`config.mk`:
```
export PLATFORM = sky130hd
export DESIGN_NAME = aludec_mc
export DESIGN_NICKNAME = d
export VERILOG_FILES = /design/src/rtl/aludec_pkg.sv /design/src/rtl/aludec_comb.sv /design/src/rtl/aludec_mc.sv
export SDC_FILE = /design/constraint.sdc
export NUM_CORES = 1
export LEC_CHECK = 0
export BUFFER_PORTS_ARGS = -buffer_cell sky130_fd_sc_hd__buf_2
export CAP_MARGIN = 20
export CORE_UTILIZATION = 50
export CTS_BUF_LIST = sky130_fd_sc_hd__clkbuf_4 sky130_fd_sc_hd__clkbuf_8
export CTS_CLUSTER_DIAMETER = 100
export DETAILED_ROUTE_END_ITERATION = 10
export GPL_TIMING_DRIVEN = 0
export PLACE_DENSITY = 0.83
export SLEW_MARGIN = 40
export SYNTH_ARGS = -nofsm -noshare
export SYNTH_HDL_FRONTEND = slang
export SYNTH_SLANG_ARGS = --single-unit
```
`constraint.sdc`:
```
create_clock -name clk -period 5.1 [get_ports clk]
set_clock_uncertainty 0.15 [all_clocks]
set_input_delay 0.51 -clock clk [delete_from_list [all_inputs] [get_ports clk]]
set_output_delay 0.51 -clock clk [all_outputs]
set_load 0.01 [all_outputs]
```
`src/rtl/aludec_pkg.sv`:
```
// Shared types for the multicycle-aware ALU decoder: op classes, control codes,
// funct encodings and FSM states.
package aludec_pkg;

  typedef enum logic [1:0] {
    MEM_ADD = 2'b00,
    BR_SUB  = 2'b01,
    RTYPE   = 2'b10,
    IMM_OR  = 2'b11
  } aluop_e;

  typedef enum logic [3:0] {
    AND = 4'b0000,
    OR  = 4'b0001,
    ADD = 4'b0010,
    SUB = 4'b0011,
    MUL = 4'b0100,
    DIV = 4'b0101,
    SLL = 4'b0110,
    SRL = 4'b0111,
    NOT = 4'b1000,
    NOP = 4'b1111
  } alu_ctrl_e;

  localparam logic [5:0] F_AND = 6'b100000;
  localparam logic [5:0] F_OR  = 6'b100010;
  localparam logic [5:0] F_ADD = 6'b100100;
  localparam logic [5:0] F_SUB = 6'b100101;
  localparam logic [5:0] F_MUL = 6'b101010;
  localparam logic [5:0] F_DIV = 6'b011000;
  localparam logic [5:0] F_SLL = 6'b010010;
  localparam logic [5:0] F_SRL = 6'b010000;
  localparam logic [5:0] F_NOT = 6'b100111;

  typedef enum logic {
    IDLE = 1'b0,
    EXEC = 1'b1
  } state_e;

  function automatic logic is_multicycle(alu_ctrl_e c);
    return (c == MUL) || (c == DIV);
  endfunction

endpackage

```
`src/rtl/aludec_comb.sv`:
```
// Pure combinational decode of aluop/funct into an ALU control code, an
// illegal-funct flag and a multicycle flag.
module aludec_comb
  import aludec_pkg::*;
#(
  parameter int unsigned FUNCT_W = 6
) (
  input  logic [1:0]         i_aluop,
  input  logic [FUNCT_W-1:0] i_funct,
  output alu_ctrl_e          o_ctrl,
  output logic               o_illegal,
  output logic               o_multicycle
);

  logic [5:0] w_funct6;
  assign w_funct6 = 6'(i_funct);

  always_comb begin
    o_ctrl    = NOP;
    o_illegal = 1'b0;
    unique case (aluop_e'(i_aluop))
      MEM_ADD: o_ctrl = ADD;
      BR_SUB:  o_ctrl = SUB;
      IMM_OR:  o_ctrl = OR;
      RTYPE: begin
        case (w_funct6)
          F_AND:   o_ctrl = AND;
          F_OR:    o_ctrl = OR;
          F_ADD:   o_ctrl = ADD;
          F_SUB:   o_ctrl = SUB;
          F_MUL:   o_ctrl = MUL;
          F_DIV:   o_ctrl = DIV;
          F_SLL:   o_ctrl = SLL;
          F_SRL:   o_ctrl = SRL;
          F_NOT:   o_ctrl = NOT;
          default: o_illegal = 1'b1;
        endcase
      end
      default: o_ctrl = NOP;
    endcase
  end

  assign o_multicycle = is_multicycle(o_ctrl);

endmodule

```
`src/rtl/aludec_mc.sv`:
```
// Registered ALU decoder that sequences multicycle mul/div ops with a start pulse,
// stall and completion strobe. Optional stall counter under ALUDEC_PERF_CNT_EN.
module aludec_mc
  import aludec_pkg::*;
#(
  parameter int unsigned CTRL_W  = 4,
  parameter int unsigned FUNCT_W = 6,
  parameter int unsigned MUL_LAT = 4,
  parameter int unsigned DIV_LAT = 32
) (
  input  logic               clk,
  input  logic               rst_n,
  input  logic               valid_i,
  input  logic [FUNCT_W-1:0] funct,
  input  logic [1:0]         aluop,
  input  logic               flush_i,
  output logic               ready_o,
  output logic [CTRL_W-1:0]  alucontrol,
  output logic               alu_start_o,
  output logic               stall_o,
  output logic               valid_o,
  output logic               illegal_o
`ifdef ALUDEC_PERF_CNT_EN
  ,
  output logic [31:0]        stall_cnt_o
`endif
);

  localparam int unsigned MAX_LAT = (MUL_LAT > DIV_LAT) ? MUL_LAT : DIV_LAT;
  localparam int unsigned CNT_W   = $clog2(MAX_LAT);
  localparam logic [CNT_W-1:0] MUL_CNT = CNT_W'(MUL_LAT - 1);
  localparam logic [CNT_W-1:0] DIV_CNT = CNT_W'(DIV_LAT - 1);

  if (MUL_LAT < 2) begin : g_mul_lat_chk
    $error("MUL_LAT must be >= 2");
  end
  if (DIV_LAT < 2) begin : g_div_lat_chk
    $error("DIV_LAT must be >= 2");
  end

  alu_ctrl_e         w_ctrl;
  logic              w_illegal;
  logic              w_multi;
  logic              w_accept;
  logic              w_done;

  state_e            r_state;
  logic [CTRL_W-1:0] r_alucontrol;
  logic [CNT_W-1:0]  r_cnt;
  logic              r_start;
  logic              r_stall;
  logic              r_valid;
  logic              r_illegal;

  aludec_comb #(
    .FUNCT_W(FUNCT_W)
  ) u_comb (
    .i_aluop     (aluop),
    .i_funct     (funct),
    .o_ctrl      (w_ctrl),
    .o_illegal   (w_illegal),
    .o_multicycle(w_multi)
  );

  assign w_accept = valid_i & ready_o & ~flush_i;
  // A flush landing on the final EXEC cycle must still kill the completion strobe.
  assign w_done   = (r_state == EXEC) & (r_cnt == '0) & ~flush_i;

  always_ff @(posedge clk or negedge rst_n) begin
    if (!rst_n) begin
      r_state      <= IDLE;
      r_alucontrol <= CTRL_W'(NOP);
      r_cnt        <= '0;
      r_start      <= 1'b0;
      r_stall      <= 1'b0;
      r_valid      <= 1'b0;
      r_illegal    <= 1'b0;
    end else begin
      r_start   <= 1'b0;
      r_valid   <= 1'b0;
      r_illegal <= 1'b0;
      unique case (r_state)
        IDLE: begin
          if (w_accept) begin
            r_alucontrol <= CTRL_W'(w_ctrl);
            if (w_multi) begin
              r_state <= EXEC;
              r_start <= 1'b1;
              r_stall <= 1'b1;
              r_cnt   <= (w_ctrl == DIV) ? DIV_CNT : MUL_CNT;
            end else begin
              r_valid   <= 1'b1;
              r_illegal <= w_illegal;
            end
          end
        end
        EXEC: begin
          if (flush_i) begin
            r_state      <= IDLE;
            r_stall      <= 1'b0;
            r_cnt        <= '0;
            r_alucontrol <= CTRL_W'(NOP);
          end else if (r_cnt == '0) begin
            r_state <= IDLE;
            r_stall <= 1'b0;
          end else begin
            r_cnt <= r_cnt - 1'b1;
          end
        end
        default: r_state <= IDLE;
      endcase
    end
  end

`ifdef ALUDEC_PERF_CNT_EN
  logic [31:0] r_stall_cnt;

  always_ff @(posedge clk or negedge rst_n) begin
    if (!rst_n) begin
      r_stall_cnt <= '0;
    end else if (r_stall) begin
      r_stall_cnt <= r_stall_cnt + 32'd1;
    end
  end

  assign stall_cnt_o = r_stall_cnt;
`endif

  assign ready_o     = (r_state == IDLE);
  assign alucontrol  = r_alucontrol;
  assign alu_start_o = r_start;
  assign stall_o     = r_stall;
  assign valid_o     = r_valid | w_done;
  assign illegal_o   = r_illegal;

endmodule

```
After elaboration in Yosys (flattened, before gate mapping)
Cells that the tools add are included.
{ "op_classes": {"add_sub_neg": 1, "n_eq_ne": 19, "muxes": 30, "bitwise": 7, "reduce_logical": 7} }
{ "op_table": {"columns": ["op", "count"], "rows": [
  ["6-bit equality test (second input constant)", 6],
  ["4-bit one-hot mux with 9 select lines", 1],
  ["5-bit two-way mux", 5],
  ["6-bit by 5-bit equality test with 1-bit output (second input constant)", 3],
  ["1-bit two-way mux", 17],
  ["4-bit one-hot mux with 4 select lines", 1],
  ["5-bit one-hot mux with 2 select lines", 1],
  ["9-bit OR reduction", 1],
  ["4-bit by 3-bit equality test with 1-bit output (second input constant)", 2],
  ["4-bit two-way mux", 2],
  ["4-bit one-hot mux with 2 select lines", 1],
  ["3-bit AND reduction", 2],
  ["5-bit logical NOT", 1],
  ["5-bit by 1-bit subtractor with 5-bit output (second input constant)", 1],
  ["1-bit AND", 4],
  ["2-bit equality test (second input constant)", 2],
  ["2-bit by 1-bit != test with 1-bit output (second input constant)", 2],
  ["1-bit one-hot mux with 2 select lines", 2],
  ["3-bit by 2-bit != test with 1-bit output (second input constant)", 1],
  ["3-bit != test (second input constant)", 1],
  ["2-bit by 1-bit equality test with 1-bit output (second input constant)", 1],
  ["2-bit logical NOT", 1],
  ["2-bit != test (second input constant)", 1],
  ["1-bit NOT", 2],
  ["3 further kinds", 3]
]} }
{ "word_totals": {"regBits": 14, "input_bits": 12, "out_inout_bits": 9, "elab_cells": 71} }

Longest topological paths before layout
{ "logic_depth": {"ltp_word": 8, "ltp_mapped": 7} }

Cells and area by module
A second synthesis with hierarchy kept.
{ "hier_totals": {"cells_unflattened": 101, "area_unflattened_um2": 925.9} }
{ "modules_own_cells": {"columns": ["module", "n_inst", "cells_each", "area_each_um2", "seq_area_each_um2"], "rows": [
  ["aludec_mc", 1, 72, 694.4, 355.3],
  ["aludec_comb", 1, 29, 231.5, 0.0]
]} }

Worst setup path before layout
No wires, ideal clock.
{ "synth_timing": {"kind": "register -> output", "from": "register r_cnt[0]", "to": "output valid_o", "arrival_time_ns": 1.535, "required_ns": 4.440, "setup_slack_ns": 2.905, "stages_incl_launch_ff": 5, "cell_sequence": "dfrtp_1 inv_1 ha_1 or4b_2 o21bai_1"} }
{ "synth_between": {"elab_chain_cells": 4} }
{ "synth_rtl": {"columns": ["element", "line", "rtl"], "rows": [
  ["start, declared", "aludec_mc.sv:49", "logic [CNT_W-1:0] r_cnt;"],
  ["start signal, assigned", "aludec_mc.sv:90", "r_cnt <= (w_ctrl == DIV) ? DIV_CNT : MUL_CNT;"],
  ["start signal, assigned", "aludec_mc.sv:107", "r_cnt <= r_cnt - 1'b1;"],
  ["5-bit logical NOT", "aludec_mc.sv:67", "assign w_done = (r_state == EXEC) & (r_cnt == '0) & ~flush_i;"],
  ["1-bit AND (2 in series)", "aludec_mc.sv:67", null],
  ["1-bit OR", "aludec_mc.sv:133", "assign valid_o = r_valid | w_done;"],
  ["end, declared", "aludec_mc.sv:21", "output logic valid_o,"]
]} }
No other way between the ends.

Worst setup path in the final report
Ends and elaborated chain as after synthesis.

==> flow_summary.toml <==
[clock_tree]
clk_pin_slew_ns = 0.09
cts_num_sinks = 14
clockRootBuffer = "clkbuf_4"
cts_max_path_buffers = 2
cts_tree = "done"
clk_latency_ns = 0.28
cts-htree-levels = 1
cts_made_buffers = 3

[setup_path]
cp.arrival_ns = 1.98
cp_max_fo = 5
worst-path-buf-inv = 2
cp.required_ns = 4.44
startpoint_type = "flip-flop"
worstSetupEndpointType = "primary output"
slowest_delay_ns = 0.68
critPathTopFamily = "simple AND/OR/NAND/NOR gates"
crit_chain = "inv_1 > ha_1 > or4b_2 > o21bai_1 > buf_2"
cp_slowest_cell = "or4b_2"
criticalPathCategory = "reg -> out"

[finish]
drive_gt1_share_pct = 28.0
nets = 147
synthToLayoutAreaGrowth_pct = 17.9
n_antenna_cell = 0
layout_common_cells = "buf_2, dfrtp_1, nand2_1, nor2_1, a21oi_1"
final_common_cell = "buf_2"

[synth]
synth_fp_nets = 121
synth.top_cell.area_share_pct = 25.2
synth_edf_count = 0
yosys.area.top_type = "dfrtp_1"
syn_avg_cell_area_um2 = 9.27
netlist_instances = 107
synth_area_leaders = "dfrtp_1, dfstp_2, a21oi_1, and3b_1, nor2b_1"
async_reset_ff_share_pct = 100
syn-cell-area_um2 = 992
synth.distinct_cells = 46
synth_seq_cells = 14
yosysWarnings = 0
synth-seq-area-share_pct = 35.8
synth_flop_cell = "dfrtp_1"

[power_and_ir_drop]
power_frac_clock_pct = 24.1
p_sw_share_pct = 32.6
peakVddDrop_mv = 0.172
p_total_w = 0.000333
p_comb_share_pct = 31.9
power_switching_w = 0.000109
p_int_w = 0.000224
pwr-share-seq_pct = 44.0
power.density_nw_per_um2 = 284
power.leakage_nw = 0.504

[placed_design]
port_buffers = 20
place.gp.congestion = 0.825
dp_hpwl_um = 1660
post-place-ws_ns = 2.77

[timing]
rsz0062_at_grt = "false"
period_needed_ns = 2.64
maxSlewHeadroom_pct = 51.4
finalSetupTns_ns = 0
slew_violations = 0
fin_crit_sh_pct = 51.8
hold_violations = 0
max_freq_mhz = 378
setup_viol_count_final = 0
setup_slack_ns = 2.46
tightest_slew_ns = 0.720

[global_route]
grt_pass1_wl_um = 3570
grt_usage_pct = 22.8
grt_max_degree = 15
overflow = 0
antenna_found_initial = 0
first_global_vias = 873

[floorplan]
rows = 15
initial_core_util_pct = 55.1
die_w_um = 46.5
die_h_um = 46.5
io_pins = 21
core_area_um2 = 1800
design.die.area_um2 = 2170

[drt]
routed_wl_um = 2170
wl_per_cell_um = 13.8
dr.pass1.iters = 4
first_iter_violations = 17
viasPerCell = 5.87
m1WireLength_um = 984
drc = 0
vias = 921
met2_length_um = 1100
met3_length_um = 46
dr.max_layer_used = "met4"
ant_nets = 0

[job]
cap_violations = 0

[outcome]
status = "finished clean"

[worst_hold_path]
hp-class = "in -> reg"
[through the flow]
| step | hold slack, ns | instances | cell area [um^2] | utilization [%] |
|---|---|---|---|---|
| 2_1_floorplan | 0.0644 | 107 | 992 | - |
| 3_3_place_gp | 0.268 | 152 | 1120 | 62.4 |
| 4_1_cts | 0.254 | 157 | 1170 | 64.9 |
| 6_report | 0.253 | 157 | 1170 | 64.9 |
| 5_1_grt | 0.262 | 157 | 1170 | 64.9 |
| 3_5_place_dp | 0.269 | 152 | 1120 | 62.4 |
[cells by family (layout without fill, tap and decap cells)]
family,after synthesis,after routing,share of synthesized area (%)
flip-flops,14,14,35.8
multiplexers,2,2,2.02
XOR/XNOR,2,2,1.77
AND/OR/NAND/NOR,43,43,25.9
adder cells (fa/ha/maj),2,2,2.52
AO/OA/AOI/OAI,36,36,29.0
buffers and inverters,8,33,3.03
[area by class of cell]
class	instances	area, um^2
fill	173	632
multi-input combinational	85	607
sequential	14	355
timing repair buffer	21	110
clock buffer	4	36.3
tap	25	31.3
inverter	6	22.5
buffer	2	7.51
[synth_stat cells, types with 2 or more instances]
cell      number
inv_1          5
nor3_1         2
a21oi_1        7
o32a_1         2
a211oi_1       2
nand2_1        8
clkbuf_1       2
o22a_1         2
or2_2          2
o21ai_0        6
xnor2_1        2
dfrtp_1       10
nor2b_1        5
mux2i_1        2
o221ai_1       2
nand2b_1       4
nor2_1         7
and3b_1        4
a31oi_1        2
ha_1           2
dfstp_2        4
[registers in the layout (all words and copies together) (netlist names)]
signal and cells:
alu_start_o 1, stall_o 1, r_cnt 5, r_state 1, illegal_o 1, r_valid 1, alucontrol 4
[routing by layer]
| layer | vias to the layer above | GRT usage (%) |
|---|---|---|
| met5 | - | 0 |
| met4 | 0 | 10.0 |
| met3 | 6 | 2.35 |
| met2 | 22 | 39.4 |
| met1 | 434 | 28.2 |
| li1 | 459 | - |
[power by group through the flow]
stage,combinational (W),sequential (W),clock [W]
after floorplan,0.0000729,0.000149,0
after global placement,0.000102,0.000147,0
after detailed placement,0.000105,0.000148,0
after CTS,0.000106,0.000146,0.0000794
after global routing,0.000119,0.000149,0.0000853
final,0.000106,0.000146,0.0000802
[repair_timing]
| action | 4_1_cts | 5_1_grt |
|---|---|---|
| buffers inserted | 0 | 0 |
| gates resized for setup | 0 | 0 |
| hold buffers | 1 | 0 |
| endpoints found under the hold margin | 10 | 0 |
[worst paths after layout]
| check | from | to | slack, ns | cells after the start |
|---|---|---|---|---|
| max in group asynchronous | rst_n | alucontrol[2] | 4.00 | 2 |
| setup reg to reg | r_cnt[0] | r_cnt[1] | 2.89 | 7 |
| min in group asynchronous | rst_n | r_cnt[1] | 0.51 | 2 |
| setup / recovery | r_cnt[0] | valid_o | 2.46 | 5 |
| hold / removal | aluop[1] | alucontrol[1] | 0.25 | 2 |
| hold reg to reg | stall_o | stall_o | 0.33 | 2 |
(Power assumes the default switching activity.)
